==> src/rtl/pixel_compositor_pkg.sv <==
// rtl/pixel_compositor_pkg.sv - shared constants and helpers for the pixel compositor
//
// Purpose: pixel width, coordinate width, colour constants, hit counter width
//          and the reduction-tree sizing helper used by pixel_compositor.
// Ports:   none (package).
package pixel_compositor_pkg;

   localparam int PIX_W    = 12;   // RGB 4:4:4
   localparam int COORD_W  = 10;
   localparam int HITCNT_W = 19;

   localparam logic [PIX_W-1:0]    COLOR_BLACK = 12'h000;
   localparam logic [PIX_W-1:0]    COLOR_WHITE = 12'hFFF;
   localparam logic [HITCNT_W-1:0] HITCNT_MAX  = 19'h7FFFF;

   // Number of live entries at reduction level l of an n-input pairwise tree.
   function automatic int lvl_count(input int n, input int l);
      return (n + (1 << l) - 1) >> l;
   endfunction

endpackage

==> src/rtl/pixel_compositor_pick2.sv <==
// rtl/pixel_compositor_pick2.sv - combinational pairwise depth pick
//
// Purpose: picks the winner of two (hit, level, pixel) entries; a is the lower
//          shader index. A lone hit wins; with two hits the larger level wins
//          and a wins a tie; with no hits the result is a no-hit.
// Ports:   a_hit/a_level/a_pixel, b_hit/b_level/b_pixel  - candidates
//          w_hit/w_level/w_pixel                         - winner
module pixel_compositor_pick2
   import pixel_compositor_pkg::*;
#(
   parameter int LEVEL_W = 8
) (
   input  logic               a_hit,
   input  logic [LEVEL_W-1:0] a_level,
   input  logic [PIX_W-1:0]   a_pixel,
   input  logic               b_hit,
   input  logic [LEVEL_W-1:0] b_level,
   input  logic [PIX_W-1:0]   b_pixel,
   output logic               w_hit,
   output logic [LEVEL_W-1:0] w_level,
   output logic [PIX_W-1:0]   w_pixel
);

   logic b_wins;

   always_comb begin
      // Strict compare keeps the lower index on equal levels.
      b_wins  = b_hit && (!a_hit || (b_level > a_level));
      w_hit   = a_hit | b_hit;
      w_level = b_wins ? b_level : a_level;
      w_pixel = b_wins ? b_pixel : a_pixel;
   end

endmodule

==> src/rtl/pixel_compositor.sv <==
// rtl/pixel_compositor.sv - pipelined depth-ordered compositor of shader outputs
//
// Purpose: stage 0 registers all shader triples, then each stage registers one
//          level of a pairwise pick tree; x/y/video_on travel alongside so they
//          stay aligned with out_pixel. Latency is 1 + $clog2(NUM_SHADERS).
// Optional: define PIXEL_COMPOSITOR_HITCNT_EN to add the per-frame hit counter
//          (hit_count output, frame_start delay line and accumulator).
// Ports:   clk, reset (sync, active high), pause (1 = hold every register)
//          x, y, video_on, frame_start          - pixel entering the pipe
//          pixels, levels, hits                 - packed per-shader triples
//          out_pixel, out_x, out_y, out_video_on, out_hit - aligned results
//          hit_count                            - hits of the last frame (optional)
module pixel_compositor
   import pixel_compositor_pkg::*;
#(
   parameter int               NUM_SHADERS = 4,
   parameter int               LEVEL_W     = 8,
   parameter logic [PIX_W-1:0] BG_COLOR    = COLOR_BLACK
) (
   input  logic                           clk,
   input  logic                           reset,
   input  logic                           pause,
   input  logic [COORD_W-1:0]             x,
   input  logic [COORD_W-1:0]             y,
   input  logic                           video_on,
   input  logic                           frame_start,
   input  logic [NUM_SHADERS*PIX_W-1:0]   pixels,
   input  logic [NUM_SHADERS*LEVEL_W-1:0] levels,
   input  logic [NUM_SHADERS-1:0]         hits,
   output logic [PIX_W-1:0]               out_pixel,
   output logic [COORD_W-1:0]             out_x,
   output logic [COORD_W-1:0]             out_y,
   output logic                           out_video_on,
   output logic                           out_hit
`ifdef PIXEL_COMPOSITOR_HITCNT_EN
   ,
   output logic [HITCNT_W-1:0]            hit_count
`endif
);

   localparam int LVLS = $clog2(NUM_SHADERS);
   localparam int LAT  = LVLS + 1;

   // Level 0 is the input register; level l holds the l-th reduction result.
   logic               st_hit [0:LVLS][NUM_SHADERS];
   logic [LEVEL_W-1:0] st_lvl [0:LVLS][NUM_SHADERS];
   logic [PIX_W-1:0]   st_pix [0:LVLS][NUM_SHADERS];
   logic               nx_hit [0:LVLS][NUM_SHADERS];
   logic [LEVEL_W-1:0] nx_lvl [0:LVLS][NUM_SHADERS];
   logic [PIX_W-1:0]   nx_pix [0:LVLS][NUM_SHADERS];

   logic [COORD_W-1:0] x_d  [LAT];
   logic [COORD_W-1:0] y_d  [LAT];
   logic               vo_d [LAT];

   genvar gl, gj;
   generate
      for (gj = 0; gj < NUM_SHADERS; gj++) begin : g_in
         assign nx_hit[0][gj] = hits[gj];
         assign nx_lvl[0][gj] = levels[LEVEL_W*gj +: LEVEL_W];
         assign nx_pix[0][gj] = pixels[PIX_W*gj +: PIX_W];
      end
      for (gl = 1; gl <= LVLS; gl++) begin : g_lvl
         for (gj = 0; gj < NUM_SHADERS; gj++) begin : g_ent
            if (gj < lvl_count(NUM_SHADERS, gl)) begin : g_live
               if (2*gj + 1 < lvl_count(NUM_SHADERS, gl - 1)) begin : g_pair
                  pixel_compositor_pick2 #(.LEVEL_W(LEVEL_W)) u_pick (
                     .a_hit   (st_hit[gl-1][2*gj]),
                     .a_level (st_lvl[gl-1][2*gj]),
                     .a_pixel (st_pix[gl-1][2*gj]),
                     .b_hit   (st_hit[gl-1][2*gj+1]),
                     .b_level (st_lvl[gl-1][2*gj+1]),
                     .b_pixel (st_pix[gl-1][2*gj+1]),
                     .w_hit   (nx_hit[gl][gj]),
                     .w_level (nx_lvl[gl][gj]),
                     .w_pixel (nx_pix[gl][gj])
                  );
               end else begin : g_odd
                  // Odd entry rides through this level unchanged.
                  assign nx_hit[gl][gj] = st_hit[gl-1][2*gj];
                  assign nx_lvl[gl][gj] = st_lvl[gl-1][2*gj];
                  assign nx_pix[gl][gj] = st_pix[gl-1][2*gj];
               end
            end else begin : g_dead
               assign nx_hit[gl][gj] = 1'b0;
               assign nx_lvl[gl][gj] = '0;
               assign nx_pix[gl][gj] = '0;
            end
         end
      end
   endgenerate

   always_ff @(posedge clk) begin
      if (reset) begin
         for (int l = 0; l <= LVLS; l++) begin
            for (int j = 0; j < NUM_SHADERS; j++) begin
               st_hit[l][j] <= 1'b0;
               st_lvl[l][j] <= '0;
               st_pix[l][j] <= '0;
            end
         end
         for (int i = 0; i < LAT; i++) begin
            x_d[i]  <= '0;
            y_d[i]  <= '0;
            vo_d[i] <= 1'b0;
         end
      end else if (!pause) begin
         for (int l = 0; l <= LVLS; l++) begin
            for (int j = 0; j < NUM_SHADERS; j++) begin
               st_hit[l][j] <= nx_hit[l][j];
               st_lvl[l][j] <= nx_lvl[l][j];
               st_pix[l][j] <= nx_pix[l][j];
            end
         end
         x_d[0]  <= x;
         y_d[0]  <= y;
         vo_d[0] <= video_on;
         for (int i = 1; i < LAT; i++) begin
            x_d[i]  <= x_d[i-1];
            y_d[i]  <= y_d[i-1];
            vo_d[i] <= vo_d[i-1];
         end
      end
   end

   assign out_x        = x_d[LAT-1];
   assign out_y        = y_d[LAT-1];
   assign out_video_on = vo_d[LAT-1];
   assign out_hit      = st_hit[LVLS][0];
   assign out_pixel    = !out_video_on ? COLOR_BLACK :
                         !out_hit      ? BG_COLOR    : st_pix[LVLS][0];

`ifdef PIXEL_COMPOSITOR_HITCNT_EN
   logic                fs_d [LAT];
   logic [HITCNT_W-1:0] acc;

   always_ff @(posedge clk) begin
      if (reset) begin
         for (int i = 0; i < LAT; i++) fs_d[i] <= 1'b0;
         acc       <= '0;
         hit_count <= '0;
      end else if (!pause) begin
         fs_d[0] <= frame_start;
         for (int i = 1; i < LAT; i++) fs_d[i] <= fs_d[i-1];
         if (fs_d[LAT-1]) begin
            // The frame-start pixel itself opens the new frame's tally.
            hit_count <= acc;
            acc       <= {{(HITCNT_W-1){1'b0}}, out_video_on && out_hit};
         end else if (out_video_on && out_hit && (acc != HITCNT_MAX)) begin
            acc <= acc + 1'b1;
         end
      end
   end
`else
   logic unused_frame_start;
   assign unused_frame_start = frame_start;
`endif

endmodule
==> config.mk <==
export PLATFORM = sky130hd
export DESIGN_NAME = pixel_compositor
export DESIGN_NICKNAME = d
export VERILOG_FILES = /design/src/rtl/pixel_compositor_pkg.sv /design/src/rtl/pixel_compositor_pick2.sv /design/src/rtl/pixel_compositor.sv
export SDC_FILE = /design/constraint.sdc
export NUM_CORES = 1
export LEC_CHECK = 0
export ABC_AREA = 1
export BUFFER_PORTS_ARGS = -buffer_cell sky130_fd_sc_hd__buf_2
export CAP_MARGIN = 20
export CORE_MARGIN = 2
export CORE_UTILIZATION = 57
export DETAILED_ROUTE_END_ITERATION = 10
export GPL_TIMING_DRIVEN = 1
export PLACE_DENSITY = 0.76
export RECOVER_POWER = 50
export SLEW_MARGIN = 20
export SYNTH_ARGS = -nofsm -noshare
export SYNTH_HDL_FRONTEND = slang
export SYNTH_SLANG_ARGS = --single-unit
==> constraint.sdc <==
create_clock -name clk -period 9.2 [get_ports clk]
set_input_delay 2.3 -clock clk [delete_from_list [all_inputs] [get_ports clk]]
set_output_delay 2.3 -clock clk [all_outputs]
set_load 0.05 [all_outputs]
==> results of run 1 <==
-- state kept, by name, indices dropped and copies added (netlist names) --
signal and cells:
st_hit 7, vo_d 3, x_d 30, y_d 30, st_lvl 48, st_pix 84
-- power by group through the flow --
stage	registers [mW]	logic, mW	clock network [mW]
after global placement	1.13	0.240	0
after CTS	1.12	0.250	0.864
after global routing	1.13	0.281	0.904
after floorplan	1.14	0.203	0
final	1.12	0.245	0.846
after detailed placement	1.14	0.247	0
-- cells in the final DEF, fill, tap and decap left out, drive strengths merged --
cell / synthesis / final
buf: 52 / 110
nand4: 3 / 3
nand2: 89 / 89
a21oi: 58 / 58
clkbuf: 13 / 67
nand3: 52 / 52
a21o: 3 / 3
edfxtp: 202 / 202
inv: 246 / 246
bufinv: 0 / 2
nor2: 225 / 225
clkinv: 0 / 8
ha: 24 / 24
-- path summary, 6_finish.rpt --
check / slack, ns / to / depth (start not counted)
worst max register to register: 7.08 / st_pix[0][77] / 9
worst min register to register: 0.54 / y_d[0][10] / 2
worst max-delay path: 3.46 / vo_d[0][0] / 6
worst min-delay path: 0.54 / y_d[0][10] / 2
-- critical path: stages --
cell                       delay (ns)
sky130_fd_sc_hd__clkbuf_1        0.11
sky130_fd_sc_hd__nor2_4          0.10
sky130_fd_sc_hd__clkbuf_1        1.85
sky130_fd_sc_hd__inv_4           0.70
sky130_fd_sc_hd__buf_4           0.65
sky130_fd_sc_hd__nor2_1          0.24
-- logic make-up (layout without fill, tap and decap cells) --
family                     Yosys count  in the layout  synth area share
AOI/OAI and AO/OA                   61             61            0.0322
adders and majority gates           24             24            0.0309
buffers and inverters              311            433             0.141
DFF                                202            202             0.624
and+or+nand+nor                    369            369             0.172
-- area by class of cell --
cell class,count,area [sq um]
flip-flops and latches,202,6070
clock buffers,30,602
multi-input cells,454,2280
inverters,246,926
clock inverters,10,96.3
fillers,1315,5690
well taps,220,275
repair buffers,147,702
-- per-layer routing --
layer / up-vias / track usage / part of all wire
met5: - / 0 / 0
met1: 2739 / 0.238 / 0.44
met2: 115 / 0.329 / 0.51
li1: 3175 / - / -
met4: 0 / 0.0439 / 0.013
met3: 22 / 0.0285 / 0.039
==> impl_results.html, run 1 <==
<table>
<tr><th>Metric</th><th>Value</th></tr>
<tr><th colspan="2">Die</th></tr>
<tr><td>Floorplan die area</td><td>0.0181 sq mm</td></tr>
<tr><td>Vertical extent of the die</td><td>135 um</td></tr>
<tr><td>Std-Cell Core Area</td><td>0.0166 sq mm</td></tr>
<tr><td>I/O pin total</td><td>143</td></tr>
<tr><td>Die X</td><td>135 um</td></tr>
<tr><td>Number of core rows</td><td>47</td></tr>
<tr><td>Initial cell density of the core</td><td>0.584</td></tr>
<tr><th colspan="2">Logic synthesis</th></tr>
<tr><td>Mapped Nets</td><td>1,100</td></tr>
<tr><td>Async set or reset register ratio after synthesis</td><td>0</td></tr>
<tr><td>Count of flip-flops with a built-in enable after synthesis</td><td>202</td></tr>
<tr><td>Synth unique cells</td><td>22</td></tr>
<tr><td>Proportion of synthesized chip area in sequential cells</td><td>0.624</td></tr>
<tr><td>Area share of the largest cell type after synthesis</td><td>0.624</td></tr>
<tr><td>Most frequent cells after synthesis</td><td>sky130_fd_sc_hd__inv_1 (243), sky130_fd_sc_hd__nor2_1 (221), sky130_fd_sc_hd__edfxtp_1 (202)</td></tr>
<tr><td>Average footprint of a synthesized cell</td><td>10.0 sq um</td></tr>
<tr><td>Cell type with the largest total area after synthesis</td><td>sky130_fd_sc_hd__edfxtp_1</td></tr>
<tr><td>Synthesized area</td><td>0.00972 sq mm</td></tr>
<tr><td>Cells after synthesis</td><td>967</td></tr>
<tr><td>Flip-flop and latch count after synthesis</td><td>202</td></tr>
<tr><td>Synth warnings</td><td>0</td></tr>
<tr><td>Primary FF master, synth</td><td>sky130_fd_sc_hd__edfxtp_1</td></tr>
<tr><td>Cells taking the most area after synthesis</td><td>sky130_fd_sc_hd__edfxtp_1 (62%), sky130_fd_sc_hd__inv_1 (9.4%), sky130_fd_sc_hd__nor2_1 (8.5%)</td></tr>
<tr><td>Count leader, synth</td><td>sky130_fd_sc_hd__inv_1</td></tr>
<tr><th colspan="2">Setup path</th></tr>
<tr><td>Beginning of the worst register-to-register path</td><td>st_lvl[0][7]</td></tr>
<tr><td>CP required</td><td>9.52 ns</td></tr>
<tr><td>Arr. time, crit path</td><td>6.07 ns</td></tr>
<tr><td>Startpoint of the worst setup timing path</td><td>pause</td></tr>
<tr><td>Crit path max fanout</td><td>102</td></tr>
<tr><td>Kind of start point of the critical path</td><td>input port</td></tr>
<tr><td>Endpoint kind of the worst setup timing path</td><td>flip-flop</td></tr>
<tr><td>Worst setup path category</td><td>input port to flip-flop</td></tr>
<tr><th colspan="2">STA</th></tr>
<tr><td>Final Max Slew Viols</td><td>121</td></tr>
<tr><td>Clock Skews</td><td>0.00949 ns</td></tr>
<tr><td>Worst hold-check slack</td><td>0.542 ns</td></tr>
<tr><td>Setup repair after global routing missed its margin</td><td>false</td></tr>
<tr><td>Ratio of final minimum period to clock period</td><td>0.624</td></tr>
<tr><td>Post-layout worst setup margin</td><td>3.46 ns</td></tr>
<tr><td>Max Clk Rate</td><td>0.174 GHz</td></tr>
<tr><td>Final total negative setup slack</td><td>0 ns</td></tr>
<tr><td>Max-Slew Margin vs Limit</td><td>-0.787</td></tr>
<tr><td>Finish-stage setup viols</td><td>0</td></tr>
<tr><td>Slew @ Worst Pin</td><td>2.67 ns</td></tr>
<tr><td>Hold Vio Cnt, Final</td><td>0</td></tr>
<tr><td>Final critical-path required period</td><td>5.74 ns</td></tr>
<tr><th colspan="2">CTS</th></tr>
<tr><td>Total CTS buffers</td><td>22</td></tr>
<tr><td>Largest buffer count on any clock path</td><td>3</td></tr>
<tr><td>Buffer type at the clock tree root</td><td>sky130_fd_sc_hd__clkbuf_16</td></tr>
<tr><td>Number of clock sinks seen by CTS</td><td>202</td></tr>
<tr><td>Clock tree from TritonCTS</td><td>yes</td></tr>
<tr><td># resized after CTS</td><td>0</td></tr>
<tr><td>Worst-skew pair later-pin latency</td><td>0.49 ns</td></tr>
<tr><td>H-tree depth reported by CTS</td><td>1</td></tr>
<tr><td>Post-CTS setup buffers</td><td>0</td></tr>
<tr><td># hold bufs at CTS</td><td>0</td></tr>
<tr><td>Clk slew on worst S/H paths</td><td>0.06 ns</td></tr>
<tr><th colspan="2">GRT</th></tr>
<tr><td>Initial antenna violation count</td><td>0</td></tr>
<tr><td>Total GRT Usage</td><td>0.184</td></tr>
<tr><td>Largest net degree at the start of global routing</td><td>103</td></tr>
<tr><td>Remaining Overflow, GRT</td><td>0</td></tr>
<tr><td>Vias in the first global route</td><td>5,805</td></tr>
<tr><td>First-pass GRT wire length</td><td>26.9 mm</td></tr>
<tr><th colspan="2">Status</th></tr>
<tr><td>Run status</td><td>finished, violations left</td></tr>
<tr><td>Violations in the final reports</td><td>capacitance limit, slew limit</td></tr>
<tr><th colspan="2">Detailed routing</th></tr>
<tr><td>DR vias/cell</td><td>4.62</td></tr>
<tr><td>Post-Route WL</td><td>16.2 mm</td></tr>
<tr><td>Count of nets left with antenna violations after detail routing</td><td>0</td></tr>
<tr><td>Number of iterations in the first detailed-routing pass</td><td>4</td></tr>
<tr><td>Wire length per cell after detailed routing</td><td>12.4 um</td></tr>
<tr><td>DR DRC count</td><td>0</td></tr>
<tr><td>Drt first-iter violations</td><td>351</td></tr>
<tr><td>Total number of vias</td><td>6,051</td></tr>
<tr><th colspan="2">Layout</th></tr>
<tr><td>Number of inserted diodes</td><td>0</td></tr>
<tr><td>Fraction of final layout cells sized beyond drive strength 1</td><td>0.171</td></tr>
<tr><td>Final cell count without fillers</td><td>1,309</td></tr>
<tr><td>Final-stage net count</td><td>1,206</td></tr>
<tr><td>Final core occ</td><td>0.658</td></tr>
<tr><td>Area grow syn2layout</td><td>12.7%</td></tr>
<tr><td>Total non-filler cell area in the finished layout</td><td>0.0109 sq mm</td></tr>
<tr><th colspan="2">Power</th></tr>
<tr><td>Power per cell area</td><td>202 mW/mm^2</td></tr>
<tr><td>P_int</td><td>1.69 mW</td></tr>
<tr><td>Reported net switching power</td><td>0.523 mW</td></tr>
<tr><td>Share of power burned in registers</td><td>0.506</td></tr>
<tr><td>Switching part of the total</td><td>0.237</td></tr>
<tr><td>Power share of the combinational group</td><td>0.111</td></tr>
<tr><td>VDD IR-drop max</td><td>141 uV</td></tr>
<tr><td>Clock network power share</td><td>0.383</td></tr>
<tr><td>Design Power</td><td>2.21 mW</td></tr>
<tr><td>Leak Pwr</td><td>5.08 nW</td></tr>
<tr><th colspan="2">Hold path</th></tr>
<tr><td>Worst Hold Class</td><td>flip-flop to flip-flop</td></tr>
<tr><td>Startpoint of the lowest-slack hold path</td><td>y_d[0][0]</td></tr>
<tr><th colspan="2">Placement</th></tr>
<tr><td>Half-perimeter wire length after detailed placement</td><td>10.2 mm</td></tr>
<tr><td>Worst setup slack after placement</td><td>4.56 ns</td></tr>
<tr><td>Placed Area</td><td>0.0103 sq mm</td></tr>
<tr><td>RePlAce Congestion</td><td>0.775</td></tr>
<tr><td>Cells after DPL</td><td>1,269</td></tr>
<tr><td>Number of buffers inserted by port buffering</td><td>141</td></tr>
<tr><th colspan="2">Job</th></tr>
<tr><td>Max Cap Viol</td><td>2</td></tr>
</table>
Power figures use the tool's default switching activity.
==> inputs of run 2 (changes only) <==
- clock period: 9.2 -> 5.37 ns (I/O delays scaled with it)
==> run 2 against run 1 <==
The flow still finishes with violations (capacitance limit, slew limit); register-to-register slack worse by 4.8 ns; utilization down 0.47 points; non-clock buffer count unchanged; cell area is 0.72% lower; critical path depth shrank 2; largest cell class unchanged; highest routed layer unchanged.
==> impl_results.html, run 2 (synthesized netlist as in run 1, its figures left out) <==
<table>
<tr><th>Metric</th><th>Value</th></tr>
<tr><th colspan="2">Die</th></tr>
<tr><td>Die X</td><td>135 um</td></tr>
<tr><td>Number of core rows</td><td>47</td></tr>
<tr><td>Initial cell density of the core</td><td>0.584</td></tr>
<tr><td>Vertical extent of the die</td><td>135 um</td></tr>
<tr><td>I/O pin total</td><td>143</td></tr>
<tr><td>Std-Cell Core Area</td><td>0.0166 sq mm</td></tr>
<tr><td>Floorplan die area</td><td>0.0181 sq mm</td></tr>
<tr><th colspan="2">Setup path</th></tr>
<tr><td>Worst reg-to-reg setup slack</td><td>2.29 ns</td></tr>
<tr><td>Arr. time, crit path</td><td>3.83 ns</td></tr>
<tr><td>Longest individual stage delay on the worst path</td><td>1.61 ns</td></tr>
<tr><td>Worst setup path category</td><td>input port to flip-flop</td></tr>
<tr><td>Cell breakdown of the critical path</td><td>clkbuf_1 &gt; inv_1 &gt; nand2_2 &gt; buf_12</td></tr>
<tr><td>Worst Reg2Reg Path Length in Cells</td><td>10</td></tr>
<tr><td>CP required</td><td>5.50 ns</td></tr>
<tr><td>Reg-to-Reg End</td><td>st_pix[0][79]</td></tr>
<tr><td>Beginning of the worst register-to-register path</td><td>st_lvl[0][7]</td></tr>
<tr><td>Startpoint of the worst setup timing path</td><td>reset</td></tr>
<tr><td>Endpoint of the most critical setup path</td><td>y_d[0][2]</td></tr>
<tr><td>Kind of start point of the critical path</td><td>input port</td></tr>
<tr><td>Crit path max fanout</td><td>103</td></tr>
<tr><td>Endpoint kind of the worst setup timing path</td><td>flip-flop</td></tr>
<tr><td>Slowest-stage cell, CP</td><td>sky130_fd_sc_hd__nand2_2</td></tr>
<tr><th colspan="2">GRT</th></tr>
<tr><td>Remaining Overflow, GRT</td><td>0</td></tr>
<tr><td>Vias in the first global route</td><td>5,822</td></tr>
<tr><td>Met1 global-route usage</td><td>0.233</td></tr>
<tr><td>Met2 Track Usage GR</td><td>0.323</td></tr>
<tr><td>Total GRT Usage</td><td>0.183</td></tr>
<tr><td>Largest net degree at the start of global routing</td><td>104</td></tr>
<tr><td>First-pass GRT wire length</td><td>26.8 mm</td></tr>
<tr><td>Initial antenna violation count</td><td>0</td></tr>
<tr><td>GR Layer Usage met3</td><td>0.0297</td></tr>
<tr><td>Global route hottest layer</td><td>met2</td></tr>
<tr><th colspan="2">STA</th></tr>
<tr><td>Slew @ Worst Pin</td><td>2.36 ns</td></tr>
<tr><td>Ratio of final minimum period to clock period</td><td>0.689</td></tr>
<tr><td>Setup repair after global routing missed its margin</td><td>false</td></tr>
<tr><td>Final Max Slew Viols</td><td>144</td></tr>
<tr><td>Hold Vio Cnt, Final</td><td>0</td></tr>
<tr><td>Final total negative setup slack</td><td>0 ns</td></tr>
<tr><td>Max Clk Rate</td><td>0.270 GHz</td></tr>
<tr><td>Final critical-path required period</td><td>3.70 ns</td></tr>
<tr><td>Clock Skews</td><td>0.0138 ns</td></tr>
<tr><td>Max-Slew Margin vs Limit</td><td>-0.572</td></tr>
<tr><td>Finish-stage setup viols</td><td>0</td></tr>
<tr><th colspan="2">Layout</th></tr>
<tr><td>Biggest regs</td><td>st_pix x84, st_lvl x48</td></tr>
<tr><td>Final-stage net count</td><td>1,205</td></tr>
<tr><td>Number of inserted diodes</td><td>0</td></tr>
<tr><td>Most flop-heavy register</td><td>st_pix</td></tr>
<tr><td>Area grow syn2layout</td><td>11.9%</td></tr>
<tr><td>Final core occ</td><td>0.653</td></tr>
<tr><td>Number of flip-flops under the largest register name</td><td>84</td></tr>
<tr><td>Highest-count cells in the layout ignoring fill and taps</td><td>sky130_fd_sc_hd__inv_1 (243), sky130_fd_sc_hd__nor2_1 (222), sky130_fd_sc_hd__edfxtp_1 (202)</td></tr>
<tr><td>Total non-filler cell area in the finished layout</td><td>0.0109 sq mm</td></tr>
<tr><td>Fraction of final layout cells sized beyond drive strength 1</td><td>0.178</td></tr>
<tr><td>Commonest non-fill, non-tap cell in the layout</td><td>sky130_fd_sc_hd__inv_1</td></tr>
<tr><th colspan="2">CTS</th></tr>
<tr><td>Worst-skew pair later-pin latency</td><td>0.50 ns</td></tr>
<tr><td># resized after CTS</td><td>0</td></tr>
<tr><td>Clk slew on worst S/H paths</td><td>0.06 ns</td></tr>
<tr><td>Number of clock sinks seen by CTS</td><td>202</td></tr>
<tr><td>H-tree depth reported by CTS</td><td>1</td></tr>
<tr><td>Largest buffer count on any clock path</td><td>3</td></tr>
<tr><td>Post-CTS setup buffers</td><td>0</td></tr>
<tr><td>Buffer type at the clock tree root</td><td>sky130_fd_sc_hd__clkbuf_16</td></tr>
<tr><td># hold bufs at CTS</td><td>0</td></tr>
<tr><td>Clock tree from TritonCTS</td><td>yes</td></tr>
<tr><td>Total CTS buffers</td><td>21</td></tr>
<tr><th colspan="2">Power</th></tr>
<tr><td>VDD IR-drop max</td><td>267 uV</td></tr>
<tr><td>Leak Pwr</td><td>5.08 nW</td></tr>
<tr><td>Power per cell area</td><td>335 mW/mm^2</td></tr>
<tr><td>Design Power</td><td>3.64 mW</td></tr>
<tr><th colspan="2">Detailed routing</th></tr>
<tr><td>DR vias/cell</td><td>4.66</td></tr>
<tr><td>Number of iterations in the first detailed-routing pass</td><td>5</td></tr>
<tr><td>Wire length per cell after detailed routing</td><td>12.4 um</td></tr>
<tr><td>Drt first-iter violations</td><td>377</td></tr>
<tr><td>Total number of vias</td><td>6,095</td></tr>
<tr><td>DR DRC count</td><td>0</td></tr>
<tr><td>Count of nets left with antenna violations after detail routing</td><td>0</td></tr>
<tr><td>Post-Route WL</td><td>16.2 mm</td></tr>
<tr><th colspan="2">Status</th></tr>
<tr><td>Run status</td><td>finished, violations left</td></tr>
<tr><td>Violations in the final reports</td><td>capacitance limit, slew limit</td></tr>
<tr><th colspan="2">Placement</th></tr>
<tr><td>RePlAce Congestion</td><td>0.788</td></tr>
<tr><td>Number of buffers inserted by port buffering</td><td>141</td></tr>
<tr><td>Half-perimeter wire length after detailed placement</td><td>10.2 mm</td></tr>
<tr><td>Placed Area</td><td>0.0103 sq mm</td></tr>
<tr><th colspan="2">Job</th></tr>
<tr><td>Max Cap Viol</td><td>2</td></tr>
<tr><th colspan="2">Hold path</th></tr>
<tr><td>Worst Hold Class</td><td>flip-flop to flip-flop</td></tr>
</table>
[run 2: worst min-delay path by stage]
stage | start | end | cells after the start
5_1_grt | y_d[0][6] | y_d[0][16] | 2
6_report | x_d[0][12] | x_d[0][22] | 2
3_5_place_dp | y_d[0][6] | y_d[0][16] | 2
3_3_place_gp | x_d[0][15] | x_d[0][25] | 2
4_1_cts | y_d[0][6] | y_d[0][16] | 2
2_1_floorplan | vo_d[0][0] | vo_d[0][1] | 2
[run 2: where the power goes]
group | switching [mW] | internal [mW] | total, mW
combinational | 0.280 | 0.137 | 0.417
clock | 0.584 | 0.719 | 1.30
sequential | 0.0431 | 1.87 | 1.92
[run 2: stage by stage]
stage / cells / hold WS, ns / worst slack [ns]
2_1_floorplan: 967 / 0.519 / 1.13
3_3_place_gp: 1269 / 0.523 / 1.95
3_5_place_dp: 1269 / 0.529 / 1.90
4_1_cts: 1307 / 0.544 / 2.43
5_1_grt: 1307 / 0.559 / 1.45
6_report: 1307 / 0.538 / 1.67
[run 2: layout make-up]
type	count	area, sq um
Sequential cell	202	6070
Timing Repair Buffer	147	733
Clock inverter	14	73.8
Tap cell	220	275
Inverter	246	926
Clock buffer	24	537
Multi-Input combinational cell	454	2260
Fill cell	1337	5770
[run 2: worst max-delay path: cells and delay by family]
family / cells / cell delay, ns
buffers and inverters: 3 / 0.72
and+or+nand+nor: 1 / 1.61
[run 2: metal layers]
| layer | vias to the layer above | share of wire |
|---|---|---|
| li1 | 3173 | - |
| met1 | 2749 | 0.42 |
| met2 | 141 | 0.50 |
| met3 | 32 | 0.051 |
| met4 | 0 | 0.024 |
| met5 | - | 0 |
